===== src/rtl/node_pkg.sv =====
// ============================================================================
// node_pkg : shared packet layout and FSM state types for the node port
// Revision : 1.0
// ============================================================================
`default_nettype none

package node_pkg;

    typedef struct packed {
        logic [7:0]  type_seq;
        logic [3:0]  src;
        logic [3:0]  dest;
        logic [15:0] data;
    } pkt_t;

    localparam int BYTES_PER_PKT = 4;
    localparam logic [1:0] LAST_BYTE = 2'(BYTES_PER_PKT - 1);

    typedef enum logic [1:0] {
        T_IDLE = 2'd0,
        T_SEND = 2'd1,
        T_GAP  = 2'd2
    } tx_state_t;

    typedef enum logic [1:0] {
        R_IDLE = 2'd0,
        R_CAP  = 2'd1,
        R_HOLD = 2'd2
    } rx_state_t;

endpackage

`default_nettype wire


===== src/rtl/node_port_pkt_deserializer.sv =====
// ============================================================================
// pkt_deserializer : byte-serial inbound capture into a held 32-bit packet
// Revision : 1.0
// ============================================================================
`default_nettype none

module pkt_deserializer
    import node_pkg::*;
#(
    parameter logic [3:0] NODEID = 4'd0
) (
    input  logic        clk,
    input  logic        rst_b,
    input  logic        put_inbound,
    input  logic [7:0]  payload_inbound,
    input  logic        rx_ready,
    output logic        free_inbound,
    output logic [31:0] rx_pkt,
    output logic        rx_valid,
    output logic        rx_misroute,
    output logic        rx_err
);

    rx_state_t   state_q;
    logic [23:0] shift_q;
    logic [1:0]  cnt_q;
    logic        free_q;
    pkt_t        pkt_q;
    logic        valid_q;
    logic        misroute_q;
    logic        err_q;
    pkt_t        word_d;

    // Only the three earlier bytes are stored; the last one completes the word directly.
    assign word_d = pkt_t'({shift_q, payload_inbound});

    always_ff @(posedge clk) begin
        if (!rst_b) begin
            state_q    <= R_IDLE;
            shift_q    <= '0;
            cnt_q      <= '0;
            free_q     <= 1'b0;
            pkt_q      <= '0;
            valid_q    <= 1'b0;
            misroute_q <= 1'b0;
            err_q      <= 1'b0;
        end else begin
            err_q <= 1'b0;
            case (state_q)
                R_IDLE: begin
                    if (free_q && put_inbound) begin
                        shift_q <= {16'h0000, payload_inbound};
                        cnt_q   <= 2'd1;
                        free_q  <= 1'b0;
                        state_q <= R_CAP;
                    end else begin
                        free_q <= 1'b1;
                    end
                end
                R_CAP: begin
                    if (put_inbound) begin
                        shift_q <= word_d[23:0];
                        cnt_q   <= cnt_q + 2'd1;
                        if (cnt_q == LAST_BYTE) begin
                            pkt_q      <= word_d;
                            valid_q    <= 1'b1;
                            misroute_q <= (word_d.dest != NODEID);
                            state_q    <= R_HOLD;
                        end
                    end else begin
                        err_q   <= 1'b1;
                        free_q  <= 1'b1;
                        state_q <= R_IDLE;
                    end
                end
                R_HOLD: begin
                    if (valid_q && rx_ready) begin
                        valid_q    <= 1'b0;
                        misroute_q <= 1'b0;
                        free_q     <= 1'b1;
                        state_q    <= R_IDLE;
                    end
                end
                default: state_q <= R_IDLE;
            endcase
        end
    end

    assign free_inbound = free_q;
    assign rx_pkt       = pkt_q;
    assign rx_valid     = valid_q;
    assign rx_misroute  = misroute_q;
    assign rx_err       = err_q;

endmodule

`default_nettype wire


===== src/rtl/node_port.sv =====
// ============================================================================
// node_port : node-side router link endpoint, TX FIFO + serializer, RX path
// Revision : 1.0
// ============================================================================
`default_nettype none

module node_port
    import node_pkg::*;
#(
    parameter logic [3:0] NODEID  = 4'd0,
    parameter int         TXDEPTH = 2
) (
    input  logic        clk,
    input  logic        rst_b,
    input  logic [31:0] tx_pkt,
    input  logic        tx_valid,
    output logic        tx_ready,
    input  logic        free_outbound,
    output logic        put_outbound,
    output logic [7:0]  payload_outbound,
    output logic        free_inbound,
    input  logic        put_inbound,
    input  logic [7:0]  payload_inbound,
    output logic [31:0] rx_pkt,
    output logic        rx_valid,
    input  logic        rx_ready,
    output logic        rx_misroute,
    output logic        rx_err
);

    localparam int            AW       = (TXDEPTH > 1) ? $clog2(TXDEPTH) : 1;
    localparam logic [AW-1:0] PTR_ONE  = AW'(1);
    localparam logic [AW:0]   FULL_CNT = (AW + 1)'(TXDEPTH);

    pkt_t          fifo_q [TXDEPTH];
    logic [AW-1:0] wr_ptr_q;
    logic [AW-1:0] rd_ptr_q;
    logic [AW:0]   count_q;
    logic [AW:0]   count_d;
    logic          tx_ready_q;
    tx_state_t     tx_state_q;
    logic [23:0]   tx_shift_q;
    logic [1:0]    tx_cnt_q;
    logic          put_q;
    logic [7:0]    payload_q;
    pkt_t          stamp_d;
    pkt_t          head_d;
    logic          push_en;
    logic          pop_en;

    always_comb begin
        stamp_d     = pkt_t'(tx_pkt);
        stamp_d.src = NODEID;
    end

    assign head_d  = fifo_q[rd_ptr_q];
    assign push_en = tx_valid && tx_ready_q;
    assign pop_en  = (tx_state_q == T_IDLE) && (count_q != '0) && free_outbound;
    assign count_d = count_q + {{AW{1'b0}}, push_en} - {{AW{1'b0}}, pop_en};

    always_ff @(posedge clk) begin
        if (push_en) begin
            fifo_q[wr_ptr_q] <= stamp_d;
        end
    end

    // Byte 0 leaves with the pop; the remaining three are shifted out of tx_shift_q.
    always_ff @(posedge clk) begin
        if (!rst_b) begin
            wr_ptr_q   <= '0;
            rd_ptr_q   <= '0;
            count_q    <= '0;
            tx_ready_q <= 1'b0;
            tx_state_q <= T_IDLE;
            tx_shift_q <= '0;
            tx_cnt_q   <= '0;
            put_q      <= 1'b0;
            payload_q  <= '0;
        end else begin
            count_q    <= count_d;
            tx_ready_q <= (count_d != FULL_CNT);
            if (push_en) wr_ptr_q <= wr_ptr_q + PTR_ONE;
            if (pop_en)  rd_ptr_q <= rd_ptr_q + PTR_ONE;
            case (tx_state_q)
                T_IDLE: begin
                    put_q <= 1'b0;
                    if (pop_en) begin
                        payload_q  <= head_d.type_seq;
                        tx_shift_q <= head_d[23:0];
                        tx_cnt_q   <= 2'd1;
                        put_q      <= 1'b1;
                        tx_state_q <= T_SEND;
                    end
                end
                T_SEND: begin
                    payload_q  <= tx_shift_q[23:16];
                    tx_shift_q <= {tx_shift_q[15:0], 8'h00};
                    tx_cnt_q   <= tx_cnt_q + 2'd1;
                    if (tx_cnt_q == LAST_BYTE) tx_state_q <= T_GAP;
                end
                T_GAP: begin
                    put_q      <= 1'b0;
                    tx_state_q <= T_IDLE;
                end
                default: tx_state_q <= T_IDLE;
            endcase
        end
    end

    assign tx_ready         = tx_ready_q;
    assign put_outbound     = put_q;
    assign payload_outbound = payload_q;

    pkt_deserializer #(
        .NODEID (NODEID)
    ) u_rx (
        .clk             (clk),
        .rst_b           (rst_b),
        .put_inbound     (put_inbound),
        .payload_inbound (payload_inbound),
        .rx_ready        (rx_ready),
        .free_inbound    (free_inbound),
        .rx_pkt          (rx_pkt),
        .rx_valid        (rx_valid),
        .rx_misroute     (rx_misroute),
        .rx_err          (rx_err)
    );

endmodule

`default_nettype wire


===== config.mk =====
export PLATFORM = sky130hd
export DESIGN_NAME = node_port
export DESIGN_NICKNAME = d
export VERILOG_FILES = /design/src/rtl/node_pkg.sv /design/src/rtl/node_port_pkt_deserializer.sv /design/src/rtl/node_port.sv
export SDC_FILE = /design/constraint.sdc
export NUM_CORES = 1
export LEC_CHECK = 0
export BUFFER_PORTS_ARGS = -buffer_cell sky130_fd_sc_hd__buf_4
export CAP_MARGIN = 10
export CORE_MARGIN = 3
export CORE_UTILIZATION = 36
export DETAILED_ROUTE_END_ITERATION = 10
export PLACE_DENSITY = 0.63
export SETUP_SLACK_MARGIN = 0.1
export SLEW_MARGIN = 20
export SYNTH_ARGS = -nofsm -noshare
export SYNTH_HDL_FRONTEND = slang
export SYNTH_SLANG_ARGS = --single-unit

===== constraint.sdc =====
create_clock -name clk -period 3 [get_ports clk]
set_clock_uncertainty 0.15 [all_clocks]
set_input_delay 0.45 -clock clk [delete_from_list [all_inputs] [get_ports clk]]
set_output_delay 0.45 -clock clk [all_outputs]
set_load 0.1 [all_outputs]

Word-level counts from Yosys, hierarchy flattened. Memory sizes are Yosys's and may differ from the RTL's. A register that Yosys moved wholly into a read port is not among the register bits. Index checks and enable logic that the tools add are counted.

$add $sub $neg: 6. $mul: 0. Divide/modulo/power cells: 0. $lt $le $gt $ge: 0. Equality and inequality tests: 15. Shift-type cells: 0. Multiplexer cells: 36. Bitwise operators: 0. Reductions and logical operators: 22.

Operators by type and width (number): 24-bit case mux with 2 select lines (2); 24-bit two-way mux (3); 8-bit case mux with 2 select lines (1); 1-bit two-way mux (14); 2-bit two-way mux (7); 2-bit case mux with 2 select lines (3); 3-bit AND reduction (4); 2-bit inequality test (second input constant) (5); 2-bit nonzero test (5); 2-bit == test (second input constant) (4); 8-bit two-way mux (1); 2-bit by 1-bit inequality test with 1-bit output (second input constant) (3); 1-bit case mux with 2 select lines (3); 2-bit case mux with 3 select lines (1); 2-bit AND reduction (3); 1-bit logical AND (5); 2-bit by 1-bit adder with 2-bit output (second input constant) (2); 2-bit by 1-bit == test with 1-bit output (second input constant) (2); 2-bit logical NOT (2); 4-bit AND reduction (1); 4-bit nonzero test (1); 3-bit by 2-bit inequality test with 1-bit output (second input constant) (1); 1-bit case mux with 3 select lines (1); 3-bit nonzero test (1); other kinds (3) (4).

Flip-flop bits (word level): 106. Bits in latches: 0. Memory bits (writable): 56. Memory bits (read-only): 0. Output and inout port bits: 46. Logic and storage cells: 100. Memories: 1.

Memories: fifo_q (depth 2, width 28, rd ports 1, clocked after Yosys merged registers in 1, write ports 1, line node_port.sv:35) `pkt_t fifo_q [TXDEPTH];`.

Longest topological paths before layout. Gate-level depths: netlist of run 1.

Depth in word-level cells: 5. Gate-level depth with buffers: 9. Gate-level depth less buffers: 9.

Hierarchy. Synthesis of run 1 repeated with hierarchy kept, for this count alone.

Cell total of the unflattened synthesis: 595. Area total of the unflattened synthesis: 6448.7 um^2.

Modules (own cells, without submodules): node_port (times used 1, cells an instance 287, area each 3837.4 um^2, seq. area each 2542.4 um^2); pkt_deserializer (times used 1, cells an instance 308, area each 2611.3 um^2, seq. area each 1281.2 um^2).

Worst setup path before layout of run 1. OpenSTA, ideal clock, no wires.

Kind: register to register. Start: register tx_ready_q, in the netlist tx_ready. End: memory fifo_q[0][0] in the netlist's numbering, enable pin. Library setup time: 413 ps. Arrival: 2429 ps. Data required time: 2437 ps. Setup slack: 8 ps. Cell stages (with the launch flop): 3. Cells stage by stage: dfxtp_1 -> nand2_1 -> nor2_1.

Cells in the longest elaborated chain, start to end: 3.

RTL lines: start, declared (line node_port.sv:40) `logic tx_ready_q;`; start signal, assigned (line node_port.sv:81) `tx_ready_q <= (count_d != FULL_CNT);`; 1-bit logical AND (line node_port.sv:57) `assign push_en = tx_valid && tx_ready_q;`; 1-bit two-way mux (line node_port.sv:62) `if (push_en) begin`; 1-bit two-way mux (implied by the code) (line node_port.sv:63) `fifo_q[wr_ptr_q] <= stamp_d;`; end, declared (line node_port.sv:35).

Every way passes these cells.

Worst setup path after layout of run 1.
Start: register u_rx.state_q[1]. End: register u_rx.cnt_q[0].

Cells in the longest elaborated chain, start to end: 3. Elaborated cells between the ends (all ways): 7. Classes of those cells: eq/ne: 3; mux: 1; reduce/logical: 3.

RTL lines: start, declared (line node_port_pkt_deserializer.sv:24) `rx_state_t state_q;`; start signal, assigned (line node_port_pkt_deserializer.sv:39) `state_q <= R_IDLE;`; start signal, assigned (line node_port_pkt_deserializer.sv:55) `state_q <= R_CAP;`; start signal, assigned (line node_port_pkt_deserializer.sv:68) `state_q <= R_HOLD;`; 2-bit by 1-bit == test with 1-bit output / 2-bit logical NOT (equally long branches) (line node_port_pkt_deserializer.sv:49) `case (state_q)`; 2-bit inequality test (no line), or another cell as far along; 3-bit AND reduction (no line); end signal, assigned (line node_port_pkt_deserializer.sv:63) `cnt_q <= cnt_q + 2'd1;`; end, declared (line node_port_pkt_deserializer.sv:26) `logic [1:0] cnt_q;`.

Parallel ways exist; a longest one is shown, timed or not. A chain may end at the register's enable or synchronous reset.

==> results.json, run 1 <==
{
  "outcome": "finished, final reports clean",
  "antenna_cells": 0,
  "syn_to_final_growth_pct": 21.7,
  "num_rows": 47,
  "min_path_cells": 1,
  "reg2regPathDepth": 5,
  "placed_cell_area_mm2": 0.00691,
  "htree_num_levels": 4,
  "clock-sinks": 163,
  "holdPathEnd": "fifo_q[0][5]",
  "ys.flop_type": "dfxtp_1",
  "r2r-end": "u_rx.cnt_q[0]",
  "drv_cap": 0,
  "grt_usage_pct": 13.9,
  "ys.warnings.count": 0,
  "antenna_found_initial": 0,
  "drive_gt1_share_pct": 25.9,
  "r2r_slack_ns": 0.68,
  "drcViolationCount": 0,
  "worstHoldStart": "tx_pkt[5]",
  "finish.instance_area_mm2": 0.00745,
  "initial_core_util_pct": 36.9,
  "cts_setup_buffers": 0,
  "core_area_mm2": 0.0166,
  "netlist_instances": 537,
  "syn_area_per_cell_um2": 11.4,
  "cts_buffers": 17,
  "fin_crit_sh_pct": 77.5,
  "power.density_mw_per_mm2": 810,
  "syn_nets": 591,
  "grt_pass1_vias": 4085,
  "cts_tree": "done",
  "finalNetCount": 667,
  "clockBufferDepth": 2,
  "yosysSeqAreaShare_pct": 62.5,
  "place_hpwl_um": 8510,
  "clockRootBuffer": "clkbuf_16",
  "final_util_pct": 44.9,
  "vias": 4309,
  "die_x_um": 136,
  "netlist_area_mm2": 0.00612,
  "max_freq_mhz": 430,
  "slew_violations": 0,
  "setup_viol": 0,
  "ios": 92,
  "grt_max_degree": 68,
  "drt_wl_total_um": 12800,
  "wl_per_cell_um": 15.1,
  "hold_slack_ns": 0.0602,
  "hold_buffers": 0,
  "start_kind": "flip-flop",
  "clock_latency_ns": 0.42,
  "die_h_um": 136,
  "crit_type": "flip-flop to flip-flop",
  "ant_nets": 0,
  "clk_pin_slew_ns": 0.06,
  "grt_pass1_wl_um": 20300,
  "period_minus_slack_ns": 2.32,
  "ys_ff_latch": 163,
  "postCtsResizedCells": 0,
  "synthTopCellsByArea": "dfxtp_1 (35%), edfxtp_1 (27%), a21oi_1 (5.5%)",
  "tns_ns": 0,
  "grt_overflow": 0,
  "slew_headroom_pct": 39.1,
  "path_max_fanout": 24,
  "p_leak_uw": 0.00269,
  "die_area_mm2": 0.0186,
  "rsz0062_at_grt": "no",
  "hold_viol": 0,
  "first_iter_violations": 328,
  "placed_cells": 814,
  "required_ns": 3.17,
  "endpoint_kind": "flip-flop",
  "vdd_ir_drop_max_mv": 0.442,
  "synth-edff-count": 56,
  "drt_pass1_iterations": 5,
  "viasPerCell": 5.09,
  "layout_commonest_cell": "dfxtp_1",
  "most-common-layout-cells": "dfxtp_1 (107), buf_4 (96), nand2_1 (75)",
  "cp_data_arrival_time_ns": 2.50,
  "synthArstFlopShare_pct": 0,
  "rr_startpoint": "u_rx.state_q[1]",
  "synth_top_area_share_pct": 35.0,
  "yosysUniqueCellTypes": 45,
  "synth_area_leader_cell": "dfxtp_1",
  "fin_cells": 846,
  "gp_congestion": 0.803,
  "tightest_slew_ns": 0.914,
  "hold_path_class": "input pin to flip-flop",
  "io_buffers": 87
}
[cells in the mapped netlist, types with 2 or more instances]
master and count:
a21oi_1 67, buf_6 5, nand3_1 11, inv_1 6, and3_1 4, a22o_2 5, and2_1 3, mux2_2 4
a32o_1 3, buf_1 3, clkbuf_1 19, nand4_1 15, nor2_1 4, or3_1 2, clkinv_1 2, nand2_1 75
mux2i_1 28, xor2_1 2, o21ai_0 27, or2_2 2, ha_1 8, o22ai_1 2, buf_2 11, edfxtp_1 56
nand2b_1 3, a211oi_1 7, a221o_1 2, nor3_1 20, a221o_2 18, dfxtp_1 107, o21a_1 2
[routing by layer]
metal	global-route usage, %	part of all wire, %
met5	0	0
met4	4.65	1.7
met3	4.15	5.4
met2	22.8	49
met1	17.5	44
[state kept, by name, summed over array words and instances, names as in the netlist, 2 cells and up, named ones only]
signal	flops
u_rx.cnt_q	2
count_q	2
tx_state_q	2
u_rx.shift_q	24
u_rx.rx_pkt	32
u_rx.state_q	2
tx_shift_q	24
tx_cnt_q	2
payload_outbound	8
fifo_q	56
[stage by stage]
stage	power (uW)	worst slack, ns
3_3_place_gp	4090	0.580
5_1_grt	6320	0.533
4_1_cts	6090	0.682
3_5_place_dp	4130	0.558
6_report	6030	0.676
2_1_floorplan	3810	0.456
[power by group]
| part | leakage [uW] | total (uW) | internal (uW) | switching, uW |
|---|---|---|---|---|
| logic | 0.00105 | 1370 | 442 | 932 |
| clock network | 0.000253 | 1950 | 1070 | 880 |
| registers | 0.00138 | 2710 | 2560 | 147 |
[layout make-up]
cell class / instances / area [um^2]
inverter: 8 / 30.0
fill: 1553 / 9140
timing repair buffer: 96 / 721
clock inverter: 13 / 101
tap: 220 / 275
sequential: 163 / 3820
clock buffer: 19 / 433
multi-input combinational: 327 / 2060
[how the worst max path moves through the flow]
stage                                to  cells after the start            start
after detailed placement       tx_ready                     10    free_outbound
after global routing           tx_ready                      9       count_q[1]
final                     u_rx.cnt_q[0]                      5  u_rx.state_q[1]
after global placement         tx_ready                     10    free_outbound
after CTS                      tx_ready                      9       count_q[1]
after floorplan            fifo_q[0][0]                      2         tx_ready
[cell families after synthesis]
group                      after synthesis  synth area share, %
adders and majority gates                8                 1.64
AOI/OAI and AO/OA                      141                 15.3
xor gates and xnor gates                 3                0.430
buffers and inverters                   47                 3.89
DFF                                    163                 62.5
and+or+nand+nor                        143                 10.9
muxes                                   32                 5.32
[critical path: stages (launching register included)]
cell      delay [ns]
dfxtp_1         0.34
inv_1           0.08
ha_1            0.68
mux2_2          0.60
a21oi_1         0.12
a311oi_1        0.25
Note: power is estimated with default switching activity, not from simulation.
==> inputs of run 2 (changes only) <==
- PLACE_DENSITY: 0.63 -> 0.65
- clock period: 3 -> 1.86 ns (I/O delays scaled with it)
==> run 2 against run 1 <==
Sequential share of layout area shrank 4.5 points; first-iteration DRC count shrank 10%; die area is the same; highest routed layer unchanged; worst setup slack lost 0.64 ns; largest power group unchanged; hold slack gained 0.057 ns; count of clock-buffer cells in the layout is the same; cell area grew 10%.
==> results.json, run 2 (synthesis results as in run 1) <==
{
  "outcome": "finished, final reports clean",
  "endpoint_kind": "flip-flop",
  "critPathTopFamily": "adder cells",
  "initial_core_util_pct": 36.9,
  "clock_latency_ns": 0.42,
  "finalNetCount": 719,
  "fin_crit_sh_pct": 97.8,
  "setup_viol": 0,
  "place_hpwl_um": 8570,
  "die_area_mm2": 0.0186,
  "top_register": "fifo_q",
  "crit_type": "flip-flop to flip-flop",
  "seq_area_mm2": 0.00383,
  "switchingPower_uw": 3320,
  "multi_input_area_mm2": 0.00218,
  "hold_path_class": "input pin to flip-flop",
  "core_area_mm2": 0.0166,
  "antenna_found_initial": 0,
  "slowest_stage": "dfxtp_2",
  "worstHoldStart": "tx_valid",
  "tns_ns": 0,
  "cts_tree": "done",
  "vias": 4496,
  "syn_to_final_growth_pct": 33.8,
  "placed_cell_area_mm2": 0.00713,
  "slew_headroom_pct": 54.1,
  "p_leak_uw": 0.00299,
  "clockBufferDepth": 2,
  "required_ns": 2.02,
  "start_kind": "flip-flop",
  "post-place-ws_ns": -0.0343,
  "ios": 92,
  "p_int_uw": 7120,
  "hold_slack_ns": 0.117,
  "layout_setup_ws_ns": 0.0404,
  "cp_data_arrival_time_ns": 1.98,
  "finish.instance_area_mm2": 0.00819,
  "seqPwrFrac_pct": 42.1,
  "drv_cap": 0,
  "htree_num_levels": 4,
  "io_buffers": 87,
  "max_freq_mhz": 550,
  "drive_gt1_share_pct": 29.6,
  "crit_chain": "o21a_4 > nand2_4 > clkinv_4 > ha_4 > inv_2 > ha_4 > xor2_2 > xnor2_2 > o21a_1",
  "largest_reg_flops": 56,
  "clockRootBuffer": "clkbuf_16",
  "grt_usage_pct": 14.8,
  "crit_start": "count_q[0]",
  "clkPwrFrac_pct": 31.7,
  "drt_wl_total_um": 13500,
  "path_buf_inv": 2,
  "hold_viol": 0,
  "die_h_um": 136,
  "drt_pass1_iterations": 7,
  "clock-sinks": 163,
  "crit_top_cell": "ha_4",
  "ant_nets": 0,
  "grt_overflow": 0,
  "tightest_slew_ns": 0.688,
  "die_x_um": 136,
  "grt_max_degree": 68,
  "switching_share_pct": 31.8,
  "viasPerCell": 5.01,
  "vdd_ir_drop_max_mv": 0.785,
  "grt_pass1_vias": 4453,
  "first_iter_violations": 295,
  "gp_congestion": 0.822,
  "grt_pass1_wl_um": 21800,
  "antenna_cells": 0,
  "layout_commonest_cell": "buf_4",
  "slowest_delay_ns": 0.33,
  "wl_per_cell_um": 15.0,
  "nFillCells": 1476,
  "rr_startpoint": "count_q[0]",
  "path_max_fanout": 2,
  "power.density_mw_per_mm2": 1280,
  "num_rows": 47,
  "combPwrFrac_pct": 26.2,
  "period_minus_slack_ns": 1.82,
  "clk_pin_slew_ns": 0.06,
  "slew_violations": 0,
  "cts_buffers": 17,
  "final_util_pct": 49.4,
  "drcViolationCount": 0,
  "rsz0062_at_grt": "yes",
  "most-common-layout-cells": "buf_4 (102), dfxtp_1 (101), nand2_1 (73)"
}
==> run 2: changes by cell type in the layout (fill, tap and decap cells not counted), sizes merged <==
cell / previous run / this run
buf: 96 / 112
bufinv: 0 / 1
clkinvlp: 4 / 3
dlygate4sd3: 0 / 36
==> run 2: layout make-up <==
class                   instances  share of cell area [%]
multi-input cells             327                    26.6
flip-flops and latches        163                    46.8
inverters                       8                   0.428
repair buffers                148                    15.9
clock inverters                13                    1.51
clock buffers                  19                    5.41
well taps                     220                    3.36
==> run 2: timing repair <==
action | in CTS | in global routing
resized for setup | 6 | 17
endpoints found under the setup margin | 38 | 63
cloned | 0 | 2
hold endpoints to repair | 72 | 0
setup buffers | 2 | 2
pin swaps | 2 | 3
hold buffers | 36 | 0
==> run 2: final timing paths <==
| check | end | slack [ns] | depth (start not counted) |
|---|---|---|---|
| max | tx_ready | 0.04 | 9 |
| min | wr_ptr_q | 0.12 | 4 |
| max reg2reg | tx_ready | 0.04 | 9 |
| min reg2reg | u_rx.rx_pkt[28] | 0.30 | 2 |
==> run 2: worst register-to-register path, stage by stage, from the launching register on <==
cell	delay, ns
dfxtp_2	0.33
o21a_4	0.22
nand2_4	0.07
clkinv_4	0.06
ha_4	0.25
inv_2	0.03
ha_4	0.15
xor2_2	0.15
xnor2_2	0.14
o21a_1	0.17
==> run 2: through the flow <==
step                std cells  power, uW
detailed placement        824       6880
global route              898      10900
CTS                       894      10300
global placement          824       6820
floorplan                 537       6210
finish                    898      10400
==> run 2: power by group through the flow <==
| stage | Sequential [uW] | Clock [uW] | Combinational (uW) |
|---|---|---|---|
| floorplan | 4840 | 0 | 1370 |
| global placement | 4450 | 0 | 2380 |
| detailed placement | 4470 | 0 | 2420 |
| CTS | 4390 | 3390 | 2570 |
| global route | 4440 | 3570 | 2940 |
| finish | 4400 | 3310 | 2740 |
==> run 2: routing by layer <==
metal	GRT usage, %	up-vias	wire length, um
met2	24.5	96	6680
met3	4.26	15	560
met5	0	-	0
met1	18.5	2156	6030
met4	4.93	0	182
li1	-	2229	-
